$ cat config.mk
export PLATFORM = sky130hd
export DESIGN_NAME = ram_dma_steal
export DESIGN_NICKNAME = d
export VERILOG_FILES = /design/src/rtl/ram_dma_steal_pkg.sv /design/src/rtl/ram_dma_steal.sv
export SDC_FILE = /design/constraint.sdc
export NUM_CORES = 1
export LEC_CHECK = 0
export ABC_AREA = 0
export BUFFER_PORTS_ARGS = -buffer_cell sky130_fd_sc_hd__buf_4
export CAP_MARGIN = 20
export CORE_MARGIN = 1.5
export CORE_UTILIZATION = 46
export CTS_CLUSTER_DIAMETER = 30
export DETAILED_ROUTE_END_ITERATION = 10
export PLACE_DENSITY_LB_ADDON = 0.12
export SLEW_MARGIN = 20
export SYNTH_ARGS = -nofsm -noshare
export SYNTH_HDL_FRONTEND = slang
export SYNTH_SLANG_ARGS = --single-unit
$ cat constraint.sdc
create_clock -name clock -period 3.2 [get_ports clock]
set_clock_uncertainty 0.15 [all_clocks]
set_input_delay 0 -clock clock [delete_from_list [all_inputs] [get_ports clock]]
set_output_delay 0 -clock clock [all_outputs]
set_load 0.05 [all_outputs]
$ cat src/rtl/ram_dma_steal_pkg.sv
// ram_dma_steal_pkg
//   Shared definitions for the cycle-stealing block copy/fill engine:
//   FSM state encoding and default address/length widths.
package ram_dma_steal_pkg;

    localparam int DEF_AW = 16;  // ram address width
    localparam int DEF_LW = 16;  // transfer length width (bytes)

    typedef enum logic [2:0] {
        ST_IDLE = 3'd0,
        ST_RD   = 3'd1,
        ST_CAP  = 3'd2,
        ST_WR   = 3'd3,
        ST_FIN  = 3'd4
    } dma_state_t;

endpackage

$ cat src/rtl/ram_dma_steal.sv
// ram_dma_steal
//   Cycle-stealing block copy/fill engine placed between the cdp1802 core
//   and a shared single-port ram. The CPU cannot be stalled, so it always
//   owns the ram whenever it strobes rd or wr; the DMA sequencer only uses
//   cycles in which the CPU is idle.
//
// Ports
//   clock, resetq             : clock, synchronous active-low reset
//   cpu_rd/cpu_wr/cpu_a/cpu_d : CPU ram request
//   cpu_q                     : read data back to the CPU (ram_q passthrough)
//   ram_re/ram_we/ram_a/ram_d : muxed ram request
//   ram_q                     : ram read data, valid the cycle after ram_re
//   cfg_start/cfg_fill/cfg_src/cfg_dst/cfg_len/cfg_val : transfer setup
//   cfg_abort                 : abandon current transfer (no done pulse)
//   busy                      : transfer in progress
//   done                      : one-cycle pulse on normal completion
//   stolen                    : ram cycles used by DMA since last start
module ram_dma_steal
    import ram_dma_steal_pkg::*;
#(
    parameter int AW = DEF_AW,
    parameter int LW = DEF_LW
) (
    input  logic          clock,
    input  logic          resetq,
    input  logic          cpu_rd,
    input  logic          cpu_wr,
    input  logic [AW-1:0] cpu_a,
    input  logic [7:0]    cpu_d,
    output logic [7:0]    cpu_q,
    output logic          ram_re,
    output logic          ram_we,
    output logic [AW-1:0] ram_a,
    output logic [7:0]    ram_d,
    input  logic [7:0]    ram_q,
    input  logic          cfg_start,
    input  logic          cfg_fill,
    input  logic [AW-1:0] cfg_src,
    input  logic [AW-1:0] cfg_dst,
    input  logic [LW-1:0] cfg_len,
    input  logic [7:0]    cfg_val,
    input  logic          cfg_abort,
    output logic          busy,
    output logic          done,
    output logic [15:0]   stolen
);

    dma_state_t    state, state_nxt;
    logic [AW-1:0] src_q, dst_q;
    logic [LW-1:0] len_q;
    logic [LW-1:0] len_m1;
    logic          fill_q;
    logic [7:0]    val_q;
    logic [7:0]    data_buf;
    logic [15:0]   stolen_q;

    logic cpu_idle;
    logic dma_re, dma_we;
    logic start_ok;

    assign cpu_idle = !cpu_rd && !cpu_wr;
    assign dma_re   = (state == ST_RD) && cpu_idle;
    assign dma_we   = (state == ST_WR) && cpu_idle;
    // Abort wins over start when both arrive in IDLE.
    assign start_ok = (state == ST_IDLE) && cfg_start && !cfg_abort;
    assign len_m1   = len_q - LW'(1);

    assign cpu_q  = ram_q;
    assign busy   = (state != ST_IDLE);
    // An abort landing on the FIN cycle suppresses the completion pulse.
    assign done   = (state == ST_FIN) && !cfg_abort;
    assign stolen = stolen_q;

    // ram request mux: CPU first, otherwise DMA in RD/WR, otherwise quiet.
    always_comb begin
        ram_re = 1'b0;
        ram_we = 1'b0;
        ram_a  = '0;
        ram_d  = '0;
        if (!cpu_idle) begin
            ram_re = cpu_rd;
            ram_we = cpu_wr;
            ram_a  = cpu_a;
            ram_d  = cpu_d;
        end else if (dma_re) begin
            ram_re = 1'b1;
            ram_a  = src_q;
        end else if (dma_we) begin
            ram_we = 1'b1;
            ram_a  = dst_q;
            ram_d  = fill_q ? val_q : data_buf;
        end
    end

    always_comb begin
        state_nxt = state;
        case (state)
            ST_IDLE: begin
                if (start_ok) begin
                    if (cfg_len == '0)
                        state_nxt = ST_FIN;
                    else if (cfg_fill)
                        state_nxt = ST_WR;
                    else
                        state_nxt = ST_RD;
                end
            end
            ST_RD: begin
                if (cpu_idle)
                    state_nxt = ST_CAP;
            end
            // The read issued in RD returns now regardless of what the CPU
            // is doing, so CAP never waits.
            ST_CAP: state_nxt = ST_WR;
            ST_WR: begin
                if (cpu_idle) begin
                    if (len_m1 == '0)
                        state_nxt = ST_FIN;
                    else if (fill_q)
                        state_nxt = ST_WR;
                    else
                        state_nxt = ST_RD;
                end
            end
            ST_FIN:  state_nxt = ST_IDLE;
            default: state_nxt = ST_IDLE;
        endcase
        if (cfg_abort && (state != ST_IDLE))
            state_nxt = ST_IDLE;
    end

    always_ff @(posedge clock) begin
        if (!resetq) begin
            state    <= ST_IDLE;
            src_q    <= '0;
            dst_q    <= '0;
            len_q    <= '0;
            fill_q   <= 1'b0;
            val_q    <= '0;
            data_buf <= '0;
            stolen_q <= '0;
        end else begin
            state <= state_nxt;
            if (start_ok) begin
                src_q    <= cfg_src;
                dst_q    <= cfg_dst;
                len_q    <= cfg_len;
                fill_q   <= cfg_fill;
                val_q    <= cfg_val;
                stolen_q <= '0;
            end
            // start_ok only happens in IDLE, where no DMA cycle is stolen.
            if (dma_re || dma_we)
                stolen_q <= stolen_q + 16'd1;
            if (state == ST_CAP)
                data_buf <= ram_q;
            if (dma_we) begin
                src_q <= src_q + AW'(1);
                dst_q <= dst_q + AW'(1);
                if (len_q != '0)
                    len_q <= len_m1;
            end
        end
    end

endmodule
==> results.yml, run 1 <==
cells_and_area:
  area.sequential_um2: 1680
  nets: 982
  n_antenna_cell: 0
  n_fill_cell: 930
  finalNonFillerCells: 1027
  syn_to_final_growth_pct: 41.3
  final_util_pct: 66.9
  multiInputGateArea_um2: 3170
  drive_gt1_share_pct: 22.3
setup_path:
  cp_max_fo: 10
  cp_slowest_cell: "dlygate4sd3_1"
  cp_top_family: "simple AND/OR/NAND/NOR gates"
  critical_path_required_ns: 3.35
  critPathKind: "reg2reg"
  critPathMaxStageDelay_ns: 0.57
  path_cells: "inv_1, ha_1, nor2b_2, nand4_4, o31a_1, nor2_8, a21oi_1, o22ai_1, dlygate4sd3_1"
  cp-start-kind: "flop"
  rrSetupSlack_ns: 0.21
  worstPathArrival_ns: 3.15
  cp_num_buf_inv: 2
  worst_setup_path_end_kind: "flop"
timing:
  finalSetupViolCount: 0
  fin_crit_ns: 2.99
  hold_viol: 0
  max_freq_ghz: 0.334
  report.final.slew_viol_count: 0
  rsz0062_at_grt: "false"
  setup_tns_ns: 0
  max-slew-margin-rel_pct: 47.6
  period_share_pct: 93.6
  tightest_slew_ns: 0.780
yosys:
  async_flop_share_pct: 0
  ys_seq_area_share_pct: 32.7
  synth.largest_area_cell: "dfxtp_1"
  ys_top_cells_by_area: "dfxtp_1, a21oi_1, mux2i_1"
  synth.most_common_cell: "nand2_1"
  syn_area_per_cell_um2: 7.46
  synth_seq_cells: 84
  syn-cell-area_um2: 5130
  synthFlopType: "dfxtp_1"
  yosys_warnings: 0
  yosysTopAreaCellShare_pct: 32.7
  yosysUniqueCellTypes: 64
  synthCells: 688
  syn-num-nets: 788
  synth_top_cells_by_count: "nand2_1, dfxtp_1, nor2_1"
  synth_edf_count: 0
clock_network:
  path_clk_slew_ns: 0.09
  cts-root-buf: "clkbuf_8"
  cts_tree: "built"
  clk_latency_ns: 0.36
  cts_buffer_depth: 2
  htree_levels: 3
  clock-sinks: 84
  cts_made_buffers: 9
run:
  maxCapViolations: 0
die:
  die_h_um: 109
  core-area_um2: 10800
  die-area_um2: 11800
  pin_count: 147
  start_util_pct: 47.4
  num_rows: 38
  die_width_um: 109
routing:
  vias_per_cell: 5.83
  wl_um: 16800
  ant_nets: 0
  drc_errors: 0
  first_pass_iters: 5
  vias: 5988
  drt_iter0_markers: 342
  wl_per_cell_um: 16.3
grt:
  track_usage_pct: 28.0
  grt-ovfl-total: 0
  grt_max_degree: 59
  antenna_found_initial: 0
  grt_pass1_wl_um: 26200
  grt_pass1_vias: 5502
power_and_ir_drop:
  ir_drop_mv: 0.198
  p_leak_uw: 0.00280
  p_per_area_nw_per_um2: 370
status:
  status: "finished clean"
placed_design:
  dp_hpwl_um: 11100
  placed_cells: 930
  gp_congestion: 0.881
  port_buffers: 146
hold_path:
  min_path_type: "in2reg"
## sequential cells by signal, indices dropped and copies added, names as in the netlist
register,flops
stolen,16
src_q,16
dst_q,16
len_q,16
fill_q,1
val_q,8
data_buf,8
state,3
## stage by stage
step	total power, µW	hold slack, ns	setup WS (ns)	area [µm²]
2_1_floorplan	1580	-0.0143	0.393	5130
3_3_place_gp	1790	0.0919	0.625	6240
3_5_place_dp	1800	0.107	0.566	6240
4_1_cts	2680	0.0303	0.0333	7190
5_1_grt	2800	0.0865	0.000529	7260
6_report	2680	0.0407	0.205	7260
## cell type report
| class | instances | share of cell area, % |
|---|---|---|
| multi-input cells | 540 | 43.7 |
| repair buffers | 239 | 27.4 |
| flip-flops and latches | 84 | 23.2 |
| well taps | 140 | 2.41 |
| clock buffers | 10 | 1.90 |
| clock inverters | 6 | 0.966 |
| inverters | 8 | 0.414 |
## metal layers
| layer | vias to the layer above | GRT usage, % | part of all wire, % |
|---|---|---|---|
| met1 | 2777 | 35.1 | 42 |
| met2 | 255 | 49.3 | 48 |
| met3 | 27 | 3.35 | 7.2 |
| li1 | 2929 | - | - |
| met5 | - | 0 | 0 |
| met4 | 0 | 9.87 | 1.9 |
## cell families (layout without fill, tap and decap cells)
group           after synthesis  in the layout  synth area share [%]
fa+ha+maj                     5              5                  1.22
flops                        84             84                  32.7
mux                          32             32                  6.24
compound gates              210            210                  25.7
buf+inv                      64            263                  5.68
simple gates                288            288                  27.6
xor+xnor                      5              5                 0.853
## placed cells by master, fill, tap and decap left out, types with 5 or more instances in the layout
cell type / count
inv_1: 7
a41oi_1: 5
and3_1: 10
a21oi_1: 64
dfxtp_1: 84
nand3_1: 25
nor4_1: 15
a22oi_1: 9
ha_1: 5
mux2i_1: 32
a311oi_1: 9
nand3b_1: 6
a211oi_1: 7
a31oi_1: 17
nand4_1: 7
buf_4: 164
clkbuf_8: 10
dlygate4sd3_1: 74
nor2_1: 79
nand2_1: 85
nand2b_1: 6
or3_1: 6
o31ai_1: 10
o21ai_1: 5
nor3_1: 23
o21ai_0: 51
## timing repair
action / in CTS / in global routing
hold buffers: 74 / 0
gates resized for setup: 0 / 1
endpoints found under the setup margin: 0 / 2
endpoints found under the hold margin: 68 / 0
setup buffers: 0 / 6
## power breakdown
part	switching (µW)	internal, µW	leakage (µW)
Clock	423	390	0.000107
Sequential	72.6	1090	0.000684
Combinational	391	311	0.00200
## tightest hold or removal path: stages
cell and delay (ns):
buf_4 0.12, nor3_1 0.18, a2111o_1 0.16, a21oi_1 0.04
## path summary, 6_finish.rpt
kind                            startpoint  endpoint  cells after the start
worst max-delay path              len_q[1]  len_q[7]                      9
worst min-delay path             cfg_start  state[2]                      4
worst max register to register    len_q[1]  len_q[7]                      9
worst min register to register    val_q[2]  val_q[2]                      2
No activity file was read; power rests on OpenSTA's default activity.
==> run 2: changes to the inputs <==
--- a/config.mk
+++ b/config.mk
@@ -5,9 +5,8 @@
 export SDC_FILE = /design/constraint.sdc
 export NUM_CORES = 1
 export LEC_CHECK = 0
-export ABC_AREA = 0
+export ABC_AREA = 1
 export BUFFER_PORTS_ARGS = -buffer_cell sky130_fd_sc_hd__buf_4
-export CAP_MARGIN = 20
 export CORE_MARGIN = 1.5
 export CORE_UTILIZATION = 46
 export CTS_CLUSTER_DIAMETER = 30
==> constraint.sdc (replaced) <==
create_clock -name clock -period 3.66 [get_ports clock]
set_clock_uncertainty 0.15 [all_clocks]
set_input_delay 0 -clock clock [delete_from_list [all_inputs] [get_ports clock]]
set_output_delay 0 -clock clock [all_outputs]
set_load 0.05 [all_outputs]
==> run 2 against run 1 <==
  * Maximum frequency up 7.8%
  * Clock power up 10%
  * Wire length down 2.6%
  * Non-clock buffer count unchanged
  * Utilization down 0.33 points
  * Worst hold slack better by 0.012 ns
  * Sequential power about the same
  * Final cell count up 11%
  * Via count up 2.0%
  * Largest cell class unchanged
==> results.yml, run 2 <==
yosys:
  synth.largest_area_cell: "dfxtp_1"
  synthCells: 791
  synth_top_cells_by_count: "nand2_1, inv_1, dfxtp_1"
  syn-cell-area_um2: 5310
  ys_top_cells_by_area: "dfxtp_1, nand2_1, inv_1"
  synth_seq_cells: 84
  yosys_warnings: 0
  syn-num-nets: 891
  synthFlopType: "dfxtp_1"
  syn_area_per_cell_um2: 6.72
  yosysTopAreaCellShare_pct: 31.6
  yosysUniqueCellTypes: 45
  ys_seq_area_share_pct: 31.6
  synth.most_common_cell: "nand2_1"
  async_flop_share_pct: 0
  synth_edf_count: 0
power_and_ir_drop:
  p_per_area_nw_per_um2: 455
  finalPower_uw: 3430
  p_leak_uw: 0.00316
  ir_drop_mv: 0.341
hold_path:
  hold_path_end: "dst_q[4]"
  min-delay-start: "cfg_start"
  hold_depth: 3
  min_path_type: "in2reg"
cells_and_area:
  final_common_cell: "nand2_1"
  n_fill_cell: 1001
  n_antenna_cell: 0
  most-common-layout-cells: "nand2_1, buf_4, dlygate4sd3_1"
  drive_gt1_share_pct: 21.6
  syn_to_final_growth_pct: 41.9
  final_util_pct: 66.6
  nets: 1097
setup_path:
  crit-reg2reg-capture: "dst_q[1]"
  cp-start-kind: "flop"
  rr_worst_depth: 10
  worstPathArrival_ns: 2.92
  cp_max_fo: 33
  r2r-start: "state[1]"
  worst_setup_path_end_kind: "flop"
  critical_path_required_ns: 3.80
  rrSetupSlack_ns: 0.88
  critPathKind: "reg2reg"
timing:
  report.final.slew_viol_count: 0
  max_freq_ghz: 0.360
  tightest_slew_ns: 0.737
  setup_tns_ns: 0
  finalSetupViolCount: 0
  hold_viol: 0
  rsz0062_at_grt: "false"
  period_share_pct: 75.9
  max-slew-margin-rel_pct: 50.8
  fin_crit_ns: 2.78
die:
  die_width_um: 110
  num_rows: 39
  start_util_pct: 46.9
  die-area_um2: 12200
  die_h_um: 110
  pin_count: 147
  core-area_um2: 11300
grt:
  grt-ovfl-total: 0
  grt_pass1_wl_um: 27100
  antenna_found_initial: 0
  track_usage_pct: 26.8
  grt_max_degree: 48
  grt_pass1_vias: 5892
routing:
  drc_errors: 0
  vias_per_cell: 5.35
  wl_per_cell_um: 14.3
  first_pass_iters: 5
  drt_iter0_markers: 361
  vias: 6110
  wl_um: 16300
  ant_nets: 0
status:
  status: "finished clean"
clock_network:
  clock-sinks: 84
  cts_buffer_depth: 2
  cts.repair.resized: 0
  path_clk_slew_ns: 0.06
  htree_levels: 3
  cts_tree: "built"
  cts_made_buffers: 9
  clk_latency_ns: 0.35
  cts-root-buf: "clkbuf_16"
placed_design:
  gp_congestion: 0.865
  port_buffers: 146
  dp_hpwl_um: 10900
run:
  maxCapViolations: 0
## run 2: cell count changes in the layout (fill, tap and decap cells not counted), moves of 10 or more
cell           previous run  this run
nor2_2                    1        12
nor2_1                   79        52
inv_1                     7        89
a31oi_1                  17        27
o31ai_1                  10         0
buf_4                   164       148
o221ai_1                  2        21
nand2_1                  85       206
mux2i_1                  32         0
a21oi_1                  64        51
clkbuf_8                 10         0
nor3_1                   23        12
nor4_1                   15         3
dlygate4sd3_1            74        91
## run 2: stage by stage
step,worst slack [ns],hold WS (ns),cells,instance area (µm²)
floorplan,1.50,0.000406,791,5310
global placement,1.33,0.104,1038,6350
detailed placement,1.20,0.114,1038,6350
CTS,0.902,0.0501,1143,7540
global route,0.718,0.0659,1143,7540
finish,0.883,0.0525,1143,7540
## run 2: worst max path at each step
stage / slack, ns / to / cells after the start / from
2_1_floorplan: 1.50 / stolen[12] / 10 / stolen[0]
3_3_place_gp: 1.33 / stolen[2] / 9 / state[1]
3_5_place_dp: 1.20 / state[1] / 11 / state[1]
4_1_cts: 0.90 / dst_q[1] / 10 / state[1]
5_1_grt: 0.72 / dst_q[1] / 10 / state[1]
6_report: 0.88 / dst_q[1] / 10 / state[1]
## run 2: cell families after synthesis
logic type	after synthesis	share of synthesized area, %
DFF	84	31.6
AOI/OAI and AO/OA	189	22.7
buffers and inverters	143	11.8
adders and majority gates	5	1.18
and+or+nand+nor	357	30.5
xor gates and xnor gates	13	2.14
## run 2: final cells by class
| cell class | count | area, µm² | area share [%] |
|---|---|---|---|
| multi-input combinational | 564 | 3010 | 39.9 |
| tap | 143 | 179 | 2.37 |
| inverter | 99 | 372 | 4.93 |
| clock buffer | 9 | 225 | 2.99 |
| sequential | 84 | 1680 | 22.3 |
| timing repair buffer | 239 | 2020 | 26.8 |
| clock inverter | 5 | 55.1 | 0.730 |
## run 2: where the power goes
| group | internal [µW] | total (µW) | leakage [µW] | switching [µW] |
|---|---|---|---|---|
| Clock | 518 | 896 | 0.000133 | 378 |
| Sequential | 1050 | 1150 | 0.000685 | 104 |
| Combinational | 511 | 1380 | 0.00234 | 871 |
| Total | 2080 | 3430 | 0.00316 | 1350 |
## run 2: worst max-delay path: stages (launching register included)
cell	delay, ns
dfxtp_1	0.36
nor2_2	0.14
nand2_2	0.10
inv_1	0.09
nand3_2	0.29
inv_2	0.61
nand2_1	0.16
o211ai_1	0.13
nand2_1	0.06
dlygate4sd3_1	0.56
inv_1	0.05
## run 2: what timing repair did
action                    in CTS  in global routing
hold buffers                  91                  0
hold endpoints to repair      73                  0
buffers inserted               0                  0
## run 2: layer usage
metal	vias to the layer above	global-route usage, %	share of wire (%)
met5	-	0	0
met4	0	10.9	2.0
met3	27	4.61	6.3
met2	218	45.8	48
met1	2799	33.3	44
li1	3066	-	-
